--- src/rtl/seven_sched.sv ---
// Round-robin scheduler that time-shares one 4-digit 7-segment display between
// four req/ack requesters, holding each granted value for a minimum time.
module seven_sched #(
  parameter int HOLD_CYCLES = 1000
) (
  input  logic        clk,
  input  logic        rst,
  input  logic [3:0]  req,
  input  logic [63:0] data,
  input  logic        blank,
  output logic [3:0]  ack,
  output logic [15:0] disp_val,
  output logic        disp_en,
  output logic [1:0]  disp_src,
  output logic        busy
);

  localparam int CW = $clog2(HOLD_CYCLES);
  localparam logic [CW-1:0] CNT_LOAD = CW'(HOLD_CYCLES - 1);

  typedef enum logic {IDLE, HOLD} state_t;

  state_t      state_reg, state_next;
  logic [CW-1:0] cnt_reg, cnt_next;
  logic [1:0]  ptr_reg, ptr_next;
  logic [3:0]  ack_reg, ack_next;
  logic [15:0] val_reg, val_next;
  logic [1:0]  src_reg, src_next;
  logic        en_reg, en_next;

  logic [15:0] lane [4];
  logic [1:0]  cand [4];
  logic        found;
  logic [1:0]  win;

  // cand[k] is the requester examined k-th, starting at the rr pointer
  generate
    for (genvar gi = 0; gi < 4; gi++) begin : g_lane
      assign lane[gi] = data[16*gi +: 16];
      assign cand[gi] = ptr_reg + 2'(gi);
    end
  endgenerate

  always_comb begin
    found = 1'b0;
    win   = ptr_reg;
    for (int k = 0; k < 4; k++) begin
      if (!found && req[cand[k]]) begin
        found = 1'b1;
        win   = cand[k];
      end
    end
  end

  always_comb begin
    state_next = state_reg;
    cnt_next   = cnt_reg;
    ptr_next   = ptr_reg;
    ack_next   = 4'b0000;
    val_next   = val_reg;
    src_next   = src_reg;
    en_next    = en_reg;
    if (blank) begin
      // blank wins over any grant and drops a hold in progress
      state_next = IDLE;
      cnt_next   = '0;
      en_next    = 1'b0;
    end else begin
      case (state_reg)
        IDLE: begin
          if (found) begin
            state_next    = HOLD;
            cnt_next      = CNT_LOAD;
            ptr_next      = win + 2'd1;
            ack_next[win] = 1'b1;
            val_next      = lane[win];
            src_next      = win;
            en_next       = 1'b1;
          end
        end
        HOLD: begin
          if (cnt_reg == '0) begin
            state_next = IDLE;
          end else begin
            cnt_next = cnt_reg - 1'b1;
          end
        end
        default: state_next = IDLE;
      endcase
    end
  end

  always_ff @(posedge clk or posedge rst) begin
    if (rst) begin
      state_reg <= IDLE;
      cnt_reg   <= '0;
      ptr_reg   <= 2'd0;
      ack_reg   <= 4'b0000;
      val_reg   <= 16'h0000;
      src_reg   <= 2'd0;
      en_reg    <= 1'b0;
    end else begin
      state_reg <= state_next;
      cnt_reg   <= cnt_next;
      ptr_reg   <= ptr_next;
      ack_reg   <= ack_next;
      val_reg   <= val_next;
      src_reg   <= src_next;
      en_reg    <= en_next;
    end
  end

  assign ack      = ack_reg;
  assign disp_val = val_reg;
  assign disp_en  = en_reg;
  assign disp_src = src_reg;
  assign busy     = (state_reg == HOLD);

endmodule

--- config.mk ---
export PLATFORM = sky130hd
export DESIGN_NAME = seven_sched
export DESIGN_NICKNAME = d
export VERILOG_FILES = /design/src/rtl/seven_sched.sv
export SDC_FILE = /design/constraint.sdc
export NUM_CORES = 1
export LEC_CHECK = 0
export CAP_MARGIN = 15
export CORE_ASPECT_RATIO = 1.1
export CORE_MARGIN = 5
export CORE_UTILIZATION = 44
export CTS_CLUSTER_SIZE = 16
export DETAILED_ROUTE_END_ITERATION = 8
export GPL_TIMING_DRIVEN = 0
export PLACE_DENSITY = 0.85
export SYNTH_ARGS = -nofsm -noshare
export SYNTH_HDL_FRONTEND = slang
export SYNTH_SLANG_ARGS = --single-unit
--- constraint.sdc ---
create_clock -name clk -period 4.54 [get_ports clk]
set_input_delay 0.454 -clock clk [delete_from_list [all_inputs] [get_ports clk]]
set_output_delay 0.454 -clock clk [all_outputs]
set_load 0.05 [all_outputs]
# After elaboration in Yosys (flattened, before gate mapping)
# Index checks and enable logic that the tools add are counted.
dict set report word_totals {
  register_bits 36
  output_inout_bits 24
  word_cells 71
}
dict set report classes {
  n_addsub 5
  order_cmp 7
  eq_ne 3
  n_mux 34
  bitwise 3
  reduce_logical 12
}
# op count
set ops {}
lappend ops {{$bmux 16 s2} 1}
lappend ops {{$mux 16} 2}
lappend ops {{$mux 10} 3}
lappend ops {{$pmux 10 s2} 1}
lappend ops {{$lt 2x3->1 const B} 5}
lappend ops {{$mux 1} 15}
lappend ops {{$mux 4} 3}
lappend ops {{$logic_not 10->1} 1}
lappend ops {{$sub 10x1->10 const B} 1}
lappend ops {{$bmux 1 s2} 4}
lappend ops {{$mux 2} 3}
lappend ops {{$ne 3x3->1 const B} 2}
lappend ops {{$add 2x1->2 const B} 2}
lappend ops {{$add 2x2->2 const B} 2}
lappend ops {{$logic_and 1x1->1} 4}
lappend ops {{$reduce_and 2->1} 2}
lappend ops {{$ge 3x3->1 const B} 1}
lappend ops {{$logic_not 1->1} 3}
lappend ops {{$not 2->3} 1}
lappend ops {{$reduce_and 3->1} 1}
lappend ops {{$demux 1 s2} 1}
lappend ops {{$ge 2x1->1 const B} 1}
lappend ops {{$ne 2x2->1 const B} 1}
lappend ops {{$not 1->1} 2}
lappend ops {{other kinds (2)} 2}

# Longest topological paths before layout
# Gate-level depths: netlist (run 1).
dict set report depth {
  ltp_word 19
  ltp_mapped 7
  mapped_depth_nobuf 7
}

# Least setup slack after synthesis (run 1)
# Ideal clock, no wire load.
dict set report synth_path {
  path_type {input to register}
  startpoint {in req[0]}
  endpoint {reg val_reg[0] (netlist: disp_val[0])}
  setup_ns 0.142
  arrival_ns 1.798
  slack_ns 2.600
  cell_stages 7
  path_buffers 2
  path_cell_list {nor2b_1 -> or4_1 -> buf_2 -> nand2_4 -> buf_8 -> mux2i_1 -> o221ai_1}
}
dict set report synth_between {
  elab_chain_len 16
  elab_cells_between_ends 26
  classes_between {mux: 18; bitwise: 1; reduce/logical: 7}
}
# element line_no
set synth_rtl {}
lappend synth_rtl {{from (decl)} 8} ;# input logic [3:0] req,
lappend synth_rtl {{$bmux 1 s2} 48} ;# if (!found && req[cand[k]]) begin
lappend synth_rtl {{$mux 1 (implied by the code)} 48}
lappend synth_rtl {{$mux 1} 48}
lappend synth_rtl {{$logic_not 1->1} 48}
lappend synth_rtl {{$logic_and 1x1->1} 48}
lappend synth_rtl {{$mux 1} 48}
lappend synth_rtl {{$logic_not 1->1} 48}
lappend synth_rtl {{$logic_and 1x1->1} 48}
lappend synth_rtl {{$mux 1} 48}
lappend synth_rtl {{$logic_not 1->1} 48}
lappend synth_rtl {{$logic_and 1x1->1} 48}
lappend synth_rtl {{$mux 2} 48}
lappend synth_rtl {{$not 2->3 (implied by the code)} 76} ;# val_next = lane[win];
lappend synth_rtl {{$bmux 16 s2} 76}
lappend synth_rtl {{$mux 16 (implied by the code) (2 in a row)} 76}
lappend synth_rtl {{to (signal assigned)} 107} ;# val_reg <= val_next;
lappend synth_rtl {{to (decl)} 27} ;# logic [15:0] val_reg, val_next;
# Several ways; a longest one is shown, not always the timed one. The select of a mux whose other input is x is not followed.
# A chain may end at the register's enable or synchronous reset.

# Worst setup path in the final report (run 1)
dict set report layout_path {
  startpoint {in req[2]}
  endpoint {reg val_reg[3] (netlist: disp_val[3])}
}
# Same word-level chain as after synthesis.

==> impl_metrics.yaml, run 1 <==
layout:
  design_area_um2: 3190
  final_nets: 373
  largest_reg_flops: 16
  syn_to_final_growth_pct: 56.2
  drive_gt1_share_pct: 6.29
  antennaDiodeCount: 0
  instances_no_fill: 358
placement:
  dp_slack_ps: 1690
  gp_congestion: 0.842
  dpl-instance-area_um2: 3080
  port_buffers: 94
  dp_hpwl_um: 4600
  numPlacedInstances: 350
die:
  die_area_um2: 6100
  design.core.area_um2: 4590
  num_rows: 26
  ioPinCount: 95
  die_y_um: 81.4
  die_x_um: 74.9
  start_util_pct: 44.5
synthesis:
  synth_most_common_cell: "dfrtp_1"
  syn-num-nets: 271
  yosys_most_used_dff: "dfrtp_1"
  async_flop_share_pct: 100
  ys_ff_latch: 36
  synth_top_area_share_pct: 44.1
  syn_inst: 199
  ys.warnings.count: 0
  ys_top_cells_by_count: "dfrtp_1 (36), mux2i_1 (34), nand2_1 (28), o221ai_1 (16), nor2_1 (11)"
  yosys-top-cells-area: "dfrtp_1 (44%), mux2i_1 (17%), o221ai_1 (6.9%)"
  yosysSeqAreaShare_pct: 44.1
  ys_types: 38
  synth_edf_count: 0
  yosysTopAreaCell: "dfrtp_1"
  avgSynthCellArea_um2: 10.3
  syn_area_um2: 2040
global_routing:
  grt_pass1_vias: 1939
  overflow: 0
  grt_max_degree: 21
  antenna_found_initial: 0
  grt_use_total_pct: 19.3
  grt_pass1_wl_um: 8960
clocking:
  post_cts_resized: 0
  cts.sinks: 36
  insertion_delay_ps: 290
  cts_made_buffers: 5
  clockBufferDepth: 2
  clk_pin_slew_worst_paths_ps: 70
  htreeDepth: 2
  cts_tree: "built"
  postCtsHoldBufs: 0
  post-cts-setup-buffer-count: 0
  cts_root_buffer: "clkbuf_8"
pwr:
  finalPower_mw: 1.61
  leakage_nw: 1.38
  irDropWorstVdd_mv: 0.315
  power_density_nw_per_um2: 505
detailed_routing:
  drt_drc_violations_left: 0
  first_pass_iters: 4
  viasPerCell: 5.50
  drt_wl_total_um: 5940
  avgRoutedWirePerCell_um: 16.6
  drtIter0Drc: 147
  drtAntennaViolNets: 0
  vias: 1969
sta:
  period_share_pct: 56.2
  finalCriticalPeriod_ps: 2550
  fin_worst_skew_ps: 9.56
  hold_violations: 0
  setup_viol: 0
  rsz0062_at_grt: "no"
  tns_ps: 0
  slew_violations: 0
  worstMarginPinSlew_ps: 701
  clock.fmax_ghz: 0.392
  worst_slack_ps: 1990
  slew_headroom_pct: 52.0
run:
  drv_cap: 0
setup_path:
  cpMaxStageDelayCell: "nor4_1"
  regToRegSetupSlack_ps: 2360
  max_stage_delay_ps: 500
  arrival_ps: 2690
  critPathRequiredTime_ps: 4680
  critPathKind: "input pin to register"
  crit_chain: "clkdlybuf4s50_1, nor4_1, or2_2, nor2_1, nand2_1, clkbuf_1, o221ai_1"
  path_max_fanout: 10
  start_kind: "input pin"
  endpoint_kind: "register"
status:
  outcome: "complete, no violations"
hold_path:
  worstHoldPathType: "register to register"
==> path summary, 6_finish.rpt <==
kind | start | endpoint | depth (start not counted)
max in group asynchronous | rst | cnt_reg[5] | 3
worst max-delay path | req[2] | disp_val[3] | 7
worst min-delay path | disp_val[6] | disp_val[6] | 2
worst max register to register | cnt_reg[2] | cnt_reg[2] | 5
min in group asynchronous | rst | cnt_reg[4] | 2
worst min register to register | disp_val[6] | disp_val[6] | 2
==> cell usage in the layout (no fill, tap or decap), types with 3 or more instances in the layout <==
| cell type | n |
|---|---|
| o21ai_0 | 4 |
| clkdlybuf4s50_1 | 94 |
| nand2_1 | 28 |
| o221ai_1 | 16 |
| nor4_1 | 3 |
| clkbuf_8 | 5 |
| clkbuf_1 | 9 |
| a211oi_1 | 3 |
| nor2b_1 | 5 |
| dfrtp_1 | 36 |
| a311oi_1 | 3 |
| nor2_1 | 11 |
| inv_1 | 6 |
| a21oi_1 | 10 |
| mux2i_1 | 34 |
==> report_power, final <==
| group | switching [mW] | leakage [nW] | internal (mW) | total [mW] |
|---|---|---|---|---|
| registers | 0.0588 | 0.452 | 0.410 | 0.469 |
| clock network | 0.114 | 0.0552 | 0.163 | 0.277 |
| logic | 0.510 | 0.871 | 0.354 | 0.864 |
| total | 0.683 | 1.38 | 0.927 | 1.61 |
==> critical path, delay by kind of cell <==
family	cells	cell delay (ps)
AO/OA/AOI/OAI	1	220
buffers and inverters	2	930
AND/OR/NAND/NOR	4	1090
==> stage by stage <==
stage | util, % | hold WS [ps]
after global placement | 66.5 | 458
final | 69.5 | 493
after detailed placement | 67.1 | 475
after CTS | 69.5 | 492
after global routing | 69.5 | 522
after floorplan | - | 492
==> logic make-up (layout without fill, tap and decap cells) <==
| family | after synthesis | in the layout | share of synthesized area (%) |
|---|---|---|---|
| xor gates and xnor gates | 2 | 2 | 0.859 |
| muxes | 34 | 34 | 16.7 |
| DFF | 36 | 36 | 44.1 |
| AOI/OAI and AO/OA | 45 | 45 | 16.1 |
| and+or+nand+nor | 63 | 63 | 16.1 |
| adders and majority gates | 1 | 1 | 0.613 |
| buffers and inverters | 18 | 121 | 5.52 |
==> layer usage <==
layer  part of all wire (%)  GRT usage (%)  wire length [um]
met1                     38           22.8              2260
met2                     54           34.1              3200
met3                    6.1           4.41               362
met4                    2.0           6.58               118
met5                      0              0                 0
==> cell type report <==
class | instances | area (um2)
fill | 370 | 1400
inverter | 6 | 22.5
timing repair buffer | 95 | 968
multi-input combinational | 145 | 1030
clock buffer | 6 | 72.6
clock inverter | 2 | 35.0
sequential | 36 | 901
tap | 56 | 70.1
buffer | 12 | 90.1
No activity file was read; power rests on OpenSTA's default activity.
==> run 2: changes to the inputs <==
Settings changed: CORE_UTILIZATION 44 to 37, PLACE_DENSITY 0.85 to 0.76.
Clock period 4.54 ns to 2.1 ns, I/O delays scaled along.
==> impl_metrics.yaml, run 2 (same netlist as run 1, synthesis figures left out) <==
status:
  outcome: "complete, no violations"
clocking:
  htreeDepth: 2
  clk_pin_slew_worst_paths_ps: 80
  clockBufferDepth: 2
  cts_tree: "built"
  cts_root_buffer: "clkbuf_8"
  cts_made_buffers: 5
  insertion_delay_ps: 290
  postCtsHoldBufs: 0
  cts.sinks: 36
setup_path:
  crit_end: "cnt_reg[2]"
  critPathRequiredTime_ps: 2290
  regToRegSetupSlack_ps: 110
  r2r_end: "cnt_reg[2]"
  r2r_cells: 5
  rr_startpoint: "cnt_reg[2]"
  arrival_ps: 2180
  path_max_fanout: 9
  critPathKind: "register to register"
  start_kind: "register"
  critPathLaunch: "cnt_reg[2]"
  endpoint_kind: "register"
global_routing:
  grt_max_degree: 21
  antenna_found_initial: 0
  grt_pass1_wl_um: 9470
  grt_use_total_pct: 17.1
  overflow: 0
  grt_pass1_vias: 2059
sta:
  slew_violations: 0
  worst_slack_ps: 110
  fin_worst_skew_ps: 8.51
  hold_violations: 0
  tns_ps: 0
  clock.fmax_ghz: 0.503
  setup_viol: 0
  slew_headroom_pct: 49.4
  worstMarginPinSlew_ps: 758
  finalCriticalPeriod_ps: 1990
  whs_ps: 360
  period_share_pct: 94.7
pwr:
  irDropWorstVdd_mv: 0.530
  finalPower_mw: 3.46
  pwr-share-seq_pct: 29.2
  swShare_pct: 43.2
  power.switching_mw: 1.49
  p_clk_share_pct: 15.1
  combPwrFrac_pct: 55.8
  leakage_nw: 1.40
  p_int_mw: 1.96
  power_density_nw_per_um2: 1060
die:
  ioPinCount: 95
  design.core.area_um2: 5360
  die_y_um: 87.9
  num_rows: 28
  die_area_um2: 7100
  start_util_pct: 38.1
  die_x_um: 80.8
run:
  drv_cap: 0
layout:
  instances_no_fill: 380
  drive_gt1_share_pct: 8.85
  largest_reg_flops: 16
  mostFrequentLayoutCells: "clkdlybuf4s50_1 (92), dfrtp_1 (36), mux2i_1 (32)"
  syn_to_final_growth_pct: 60.3
  antennaDiodeCount: 0
  final_nets: 376
  final_common_cell: "clkdlybuf4s50_1"
  fin_util_pct: 61.0
  design_area_um2: 3270
placement:
  port_buffers: 94
  dp_slack_ps: -466
  dp_hpwl_um: 4550
  gp_congestion: 0.813
  numPlacedInstances: 369
  dpl-instance-area_um2: 3100
detailed_routing:
  drtIter0Drc: 100
  drtAntennaViolNets: 0
  route.layer.met1.wl_um: 2390
  drt_drc_violations_left: 0
  route.met2.wl_um: 3060
  viasPerCell: 5.13
  drt_wl_total_um: 5920
  avgRoutedWirePerCell_um: 15.6
  first_pass_iters: 4
  vias: 1949
  route.met3.wl_um: 384
  routed.top_layer: "met4"
hold_path:
  worstHoldPathType: "input pin to async pin"
-- run 2: cell count changes in the layout (fill, tap and decap cells not counted), moves of 2 or more --
cell,before,now
dlymetal6s2s_1,0,2
clkdlybuf4s50_1,94,92
nor4_1,3,1
mux2i_1,34,32
buf_4,0,3
-- run 2: worst min path at each step --
stage | from | to | slack, ps
after global routing | rst | cnt_reg[0] | 440
after detailed placement | disp_val[7] | disp_val[7] | 480
after CTS | rst | disp_val[9] | 380
final | rst | cnt_reg[0] | 360
after global placement | disp_src[1] | disp_src[1] | 470
after floorplan | blank | busy | 280
-- run 2: power by group through the flow --
stage	clock network (mW)	logic [mW]	registers, mW
2_1_floorplan	0	0.683	1.57
3_3_place_gp	0	1.85	1.01
3_5_place_dp	0	1.88	1.02
4_1_cts	0.523	1.90	1.01
5_1_grt	0.554	2.04	1.04
6_report	0.520	1.93	1.01
-- run 2: per-layer routing --
layer,up-vias,track usage [%]
met4,0,5.07
met5,-,0
met2,54,30.2
met3,9,5.56
li1,941,-
met1,945,19.6
-- run 2: worst max-delay path: stages, from the launching register on --
cell      delay, ps
dfrtp_1         430
or4_4           590
nor4_4          300
mux2i_4         200
a21boi_0        170
o21a_1          190
-- run 2: repair_timing --
item,in CTS,in global routing
setup endpoints to repair,18,20
gates resized for setup,4,9
setup buffers,0,3
pin swaps,0,1
cloned,0,0
-- run 2: final cells by class --
cell class | count | area, um2
fill | 470 | 2090
multi-input combinational | 145 | 1080
timing repair buffer | 98 | 996
sequential | 36 | 901
tap | 75 | 93.8
buffer | 12 | 91.3
clock buffer | 8 | 90.1
inverter | 6 | 22.5
